### src/rtl/zorro3_slave_responder.sv
// zorro3_slave_responder: Zorro III target-side responder that claims cycles in the 16 MB window, runs a cs/ack handshake and terminates with DTACK_n
// Ports: bclk/IORST clock and async reset; Z_FCS_n/ADDR/READ/DS_n/DOE are the bus cycle inputs;
// mybus/cfg_base/cfg_valid gate address decode; SLAVE_n/DTACK_n/data_oe are the bus responses;
// reg_cs/reg_rw/reg_addr/reg_be/reg_ack form the local access handshake; timeout pulses on forced termination.
module zorro3_slave_responder #(
  parameter int TIMEOUT_CYCLES = 64,
  parameter int TMR_W = 7
) (
  input  logic        bclk,
  input  logic        IORST,
  input  logic        Z_FCS_n,
  input  logic [29:0] ADDR,
  input  logic        READ,
  input  logic [3:0]  DS_n,
  input  logic        DOE,
  input  logic        mybus,
  input  logic [7:0]  cfg_base,
  input  logic        cfg_valid,
  output logic        SLAVE_n,
  output logic        DTACK_n,
  output logic        data_oe,
  output logic        reg_cs,
  output logic        reg_rw,
  output logic [21:0] reg_addr,
  output logic [3:0]  reg_be,
  input  logic        reg_ack,
  output logic        timeout
);
  typedef enum logic [2:0] {IDLE, MATCH, ACCESS, ACK, RELEASE, IGNORE} state_t;
  localparam logic [TMR_W-1:0] TMR_LAST = TMR_W'(TIMEOUT_CYCLES - 1);
  state_t state_q, state_d;
  logic slave_n_q, slave_n_d, dtack_n_q, dtack_n_d, cs_q, cs_d, to_q, to_d, rw_q, rw_d;
  logic [21:0] addr_q, addr_d;
  logic [3:0] be_q, be_d;
  logic [TMR_W-1:0] tmr_q, tmr_d;
  logic hit, abort;
  assign hit = !mybus && cfg_valid && (ADDR[29:22] == cfg_base);
  // A strobe withdrawal mid-cycle drops every bus/local output at once
  assign abort = Z_FCS_n && (state_q == MATCH || state_q == ACCESS || state_q == ACK);
  always_ff @(posedge bclk or posedge IORST) begin
    if (IORST) begin
      state_q   <= IDLE;
      slave_n_q <= 1'b1;
      dtack_n_q <= 1'b1;
      cs_q      <= 1'b0;
      to_q      <= 1'b0;
      rw_q      <= 1'b1;
      addr_q    <= '0;
      be_q      <= '0;
      tmr_q     <= '0;
    end else begin
      state_q   <= state_d;
      slave_n_q <= slave_n_d;
      dtack_n_q <= dtack_n_d;
      cs_q      <= cs_d;
      to_q      <= to_d;
      rw_q      <= rw_d;
      addr_q    <= addr_d;
      be_q      <= be_d;
      tmr_q     <= tmr_d;
    end
  end
  always_comb begin
    state_d   = state_q;
    slave_n_d = slave_n_q;
    dtack_n_d = dtack_n_q;
    cs_d      = cs_q;
    to_d      = 1'b0;
    rw_d      = rw_q;
    addr_d    = addr_q;
    be_d      = be_q;
    tmr_d     = tmr_q;
    if (abort) begin
      state_d   = IDLE;
      slave_n_d = 1'b1;
      dtack_n_d = 1'b1;
      cs_d      = 1'b0;
    end else begin
      case (state_q)
        IDLE: if (!Z_FCS_n) begin
          state_d = hit ? MATCH : IGNORE;
          slave_n_d = !hit;
          addr_d = hit ? ADDR[21:0] : addr_q;
          rw_d = hit ? READ : rw_q;
        end
        IGNORE: state_d = Z_FCS_n ? IDLE : IGNORE;
        MATCH: if (DS_n != 4'hF) begin
          be_d = ~DS_n;
          cs_d = 1'b1;
          tmr_d = '0;
          state_d = ACCESS;
        end
        ACCESS: begin
          tmr_d = (tmr_q == '1) ? tmr_q : tmr_q + 1'b1;
          // A same-edge ack beats expiry, so timeout only fires without ack
          if (reg_ack || tmr_q == TMR_LAST) begin
            cs_d = 1'b0;
            dtack_n_d = 1'b0;
            to_d = !reg_ack;
            state_d = ACK;
          end
        end
        ACK: if (DS_n == 4'hF) begin
          dtack_n_d = 1'b1;
          state_d = RELEASE;
        end
        RELEASE: if (Z_FCS_n) begin
          slave_n_d = 1'b1;
          state_d = IDLE;
        end
        default: state_d = IDLE;
      endcase
    end
  end
  assign data_oe  = rw_q && DOE && (state_q == ACCESS || state_q == ACK);
  assign SLAVE_n  = slave_n_q;
  assign DTACK_n  = dtack_n_q;
  assign reg_cs   = cs_q;
  assign reg_rw   = rw_q;
  assign reg_addr = addr_q;
  assign reg_be   = be_q;
  assign timeout  = to_q;
endmodule

### config.mk
export PLATFORM = sky130hd
export DESIGN_NAME = zorro3_slave_responder
export DESIGN_NICKNAME = d
export VERILOG_FILES = /design/src/rtl/zorro3_slave_responder.sv
export SDC_FILE = /design/constraint.sdc
export NUM_CORES = 1
export LEC_CHECK = 0
export ABC_CLOCK_PERIOD_IN_PS = 4750
export BUFFER_PORTS_ARGS = -buffer_cell sky130_fd_sc_hd__buf_4
export CORE_ASPECT_RATIO = 1.4
export CORE_MARGIN = 8
export CORE_UTILIZATION = 40
export DETAILED_ROUTE_END_ITERATION = 7
export GPL_TIMING_DRIVEN = 0
export PLACE_DENSITY = 0.65
export SLEW_MARGIN = 15
export SYNTH_ARGS = -nofsm -noshare
export SYNTH_HDL_FRONTEND = slang
export SYNTH_SLANG_ARGS = --single-unit
### constraint.sdc
create_clock -name bclk -period 4.75 [get_ports bclk]
set_clock_uncertainty 0.05 [all_clocks]
set_input_delay 0.2375 -clock bclk [delete_from_list [all_inputs] [get_ports bclk]]
set_output_delay 0.2375 -clock bclk [all_outputs]
set_load 0.02 [all_outputs]
==> flow_summary.rst <==
.. list-table::
   :header-rows: 1

   * - Metric
     - Value
   * - Required arrival time at the worst endpoint
     - 4.92 ns
   * - Number of DRC markers in iteration 0
     - 86
   * - Via density per instance
     - 4.93
   * - Number of design rule violations left after detail routing
     - 0
   * - Global-route track usage on met2
     - between 20 and 25%
   * - Result of the run
     - finished, final reports clean
   * - Later-pin clock latency in the skew report
     - between 0.2 and 0.3 ns
   * - Startpoint of the most critical hold path
     - reg_ack
   * - Clk sinks
     - about 40
   * - Diodes inserted
     - 0
   * - Netlist area before placement
     - 2090 µm²
   * - Final setup violating endpoints
     - 0
   * - Placer congestion estimate
     - around 0.75
   * - Total I/O pin count
     - a little over 80
   * - Most frequently used cell type in the post-synthesis netlist
     - sky130_fd_sc_hd__dfrtp_1
   * - Average footprint of a synthesized cell
     - roughly 12 µm²
   * - Slew at the pin closest to its max-slew limit
     - roughly 0.39 ns
   * - Global-route wire length before repair
     - roughly 8500 µm
   * - Register area share after synthesis
     - 49.4%
   * - Maximum number of pins on one net before global-route repair
     - 27
   * - Total iterations of the first detailed-routing run
     - 4
   * - Number of enable-type register cells in the synthesized netlist
     - 0
   * - Std cell rows
     - 31
   * - Final non-filler cell total
     - 326
   * - Floorplan core area
     - between 5000 and 6000 µm²
   * - Total clock buffers created by CTS
     - 5
   * - Async set-reset flop share out of synthesis
     - between 90% and 100%
   * - Final number of max-transition violations
     - 0
   * - Yosys top cell area share
     - 45.6%
   * - Share of layout cells above drive strength 1
     - 48.8%
   * - Clock-pin transition on the worst setup and hold timing paths
     - roughly 0.080 ns
   * - Die W
     - 77.0 µm
   * - Total Nets Final
     - between 300 and 400
   * - Estimated wirelength of the detail-placed design
     - 3900 µm
   * - Root buf cell
     - sky130_fd_sc_hd__clkbuf_8
   * - Number of levels in the clock H-tree
     - 2
   * - Met1 Usage GRT
     - approximately 15%
   * - F_max
     - just under 0.5 GHz
   * - Category of the critical setup timing path
     - reg2reg
   * - Worst slew margin relative to its limit
     - 73.8%
   * - Port-buffer cells
     - 80
   * - Source of the critical timing path
     - tmr_q[0]$_DFFE_PP0P_
   * - Longest individual stage delay on the worst path
     - 0.50 ns
   * - Mean routed wirelength per cell
     - 15.0 µm
   * - Via count of the first global-routing pass
     - between 1500 and 2000
   * - Area grow syn2layout
     - 38.3%
   * - Top cells by area, synth
     - sky130_fd_sc_hd__dfrtp_1, sky130_fd_sc_hd__mux2_4, sky130_fd_sc_hd__dfstp_2
   * - Number of synthesized register bits
     - a little over 40
   * - List of most frequent post-synthesis cells
     - sky130_fd_sc_hd__dfrtp_1, sky130_fd_sc_hd__mux2_4, sky130_fd_sc_hd__nand2_1
   * - Max Cap Violations
     - 0
   * - Count of yosys warnings during synthesis
     - 0
   * - Post-synthesis instance total
     - 170
   * - Buffers from clock root to sink, at most
     - 2
   * - Period utilization
     - a little over two fifths
   * - Number of antenna violations at the first check in global routing
     - 0
   * - Aggregate negative setup slack
     - 0 ns
   * - Critical Path, Cell by Cell
     - ha_1, and2_1, a41o_1, buf_6, or4_1, a21boi_1
   * - Met3 track utilization from global routing
     - ~4.4%
   * - Wire length reported by the detailed router
     - between 4000 and 5000 µm
   * - R2r startpoint
     - tmr_q[0]$_DFFE_PP0P_
   * - Y dimension of the die
     - approximately 100 µm
   * - Placed Cells
     - roughly 320
   * - Layer with the highest usage after global routing
     - met2
   * - Top cell type by total area after synthesis
     - sky130_fd_sc_hd__dfrtp_1
   * - Starting density of the core
     - about 40%
   * - Netlist cell types
     - 46
   * - Die outline area
     - between 7000 and 8000 µm²
   * - Buffer and inverter count on the worst path
     - 1
   * - Main flop type after synthesis
     - sky130_fd_sc_hd__dfrtp_1
   * - Hold WC Path Type
     - in2reg
   * - Total via count after detailed routing
     - roughly 1600
   * - Overall routing resource usage
     - between 10% and 20%
   * - Startpoint class of the critical path
     - register
   * - CP endpoint kind
     - register
   * - Unrepaired setup endpoints after global routing
     - no
   * - Resized cells post-CTS
     - 0
   * - Final count of hold timing violations
     - 0
   * - Data arrival time of the worst path
     - approximately 2.2 ns
   * - Clock tree from TritonCTS
     - yes
   * - R2R setup slack
     - approximately 2.7 ns
   * - PwrDens
     - 291 nW/µm²
   * - Minimum clock period after layout
     - ~2.1 ns
   * - Grt total ovfl
     - 0
   * - CP max-delay cell
     - sky130_fd_sc_hd__or4_1
   * - Worst-path fanout max
     - 10
   * - DRT antenna net count
     - 0
   * - Post-CTS setup buffer count
     - 0
   * - Mapped Nets
     - ~220
   * - Maximum resistive drop on vdd
     - 0.186 mV
   * - Family with the most delay on the worst path
     - simple AND/OR/NAND/NOR gates
   * - Static Leakage
     - about 1.5 nW
==> layout by cell type (no fill, tap or decap), types with 5 or more instances in the layout <==
master                     instances
sky130_fd_sc_hd__o31ai_1           6
sky130_fd_sc_hd__xnor2_1           9
sky130_fd_sc_hd__o21ai_0           8
sky130_fd_sc_hd__mux2_4           19
sky130_fd_sc_hd__nand2_1          12
sky130_fd_sc_hd__dfrtp_1          38
sky130_fd_sc_hd__buf_4            80
sky130_fd_sc_hd__nand3_1           6
sky130_fd_sc_hd__clkbuf_8          5
==> cells by family after synthesis <==
group / Yosys count / synth area share [%]
muxes: 24 / 16.3
AOI/OAI and AO/OA: 34 / 11.1
adders and majority gates: 1 / 0.600
and+or+nand+nor: 46 / 13.1
xor gates and xnor gates: 9 / 3.78
buffers and inverters: 15 / 5.70
DFF: 41 / 49.4
==> layout make-up <==
class | instances | area (µm²)
buffer | 10 | 100
inverter | 5 | 18.8
timing repair buffer | 82 | 631
sequential | 41 | 1030
fill | 485 | 2230
tap | 66 | 82.6
clock buffer | 5 | 68.8
clock inverter | 3 | 17.5
multi-input combinational | 114 | 937
==> worst reg2reg max path: stages (launching register included) <==
cell,delay [ns]
sky130_fd_sc_hd__dfrtp_1,0.43
sky130_fd_sc_hd__ha_1,0.25
sky130_fd_sc_hd__and2_1,0.19
sky130_fd_sc_hd__a41o_1,0.27
sky130_fd_sc_hd__buf_6,0.15
sky130_fd_sc_hd__or4_1,0.50
sky130_fd_sc_hd__a21boi_1,0.15
==> flip-flops by register name (all words and copies together), names as in the netlist <==
register and flops:
DTACK_n 1, SLAVE_n 1, reg_addr 22, reg_be 4, reg_cs 1, reg_rw 1
state_q 3, timeout 1, tmr_q 7
==> power breakdown <==
group | leakage (nW) | internal (mW) | total [mW] | switching (mW)
sequential | 0.549 | 0.381 | 0.403 | 0.0219
combinational | 0.866 | 0.103 | 0.215 | 0.111
clock | 0.0439 | 0.101 | 0.221 | 0.119
==> metal layers <==
| layer | vias to the layer above | share of wire [%] |
|---|---|---|
| met5 | - | 0 |
| met1 | 741 | 40 |
| met3 | 7 | 6.2 |
| li1 | 797 | - |
| met2 | 61 | 52 |
| met4 | 0 | 1.6 |
==> stage by stage <==
stage / cell area (µm²) / total power, mW / utilization (%) / hold slack [ns] / setup WS, ns
after floorplan: 2090 / 0.531 / - / 0.260 / 2.83
after global placement: 2770 / 0.623 / 54.1 / 0.368 / 2.73
after detailed placement: 2790 / 0.628 / 54.5 / 0.188 / 2.69
after CTS: 2890 / 0.855 / 56.4 / 0.0598 / 2.67
after global routing: 2890 / 0.899 / 56.4 / 0.0476 / 2.59
final: 2890 / 0.839 / 56.4 / 0.0669 / 2.69
==> timing repair <==
item,4_1_cts,5_1_grt
endpoints found under the setup margin,0,0
hold buffers,1,0
endpoints found under the hold margin,14,0
==> final timing paths <==
kind | endpoint | cells past startpoint
setup / recovery | tmr_q[3]$_DFFE_PP0P_ | 6
hold / removal | timeout$_DFF_PP0_ | 2
setup reg to reg | tmr_q[3]$_DFFE_PP0P_ | 6
hold reg to reg | reg_be[3]$_DFFE_PP0P_ | 2
max in group asynchronous | SLAVE_n$_DFFE_PP1P_ | 4
min in group asynchronous | reg_addr[21]$_DFFE_PP0P_ | 3
Note: power is estimated with default switching activity, not from simulation.
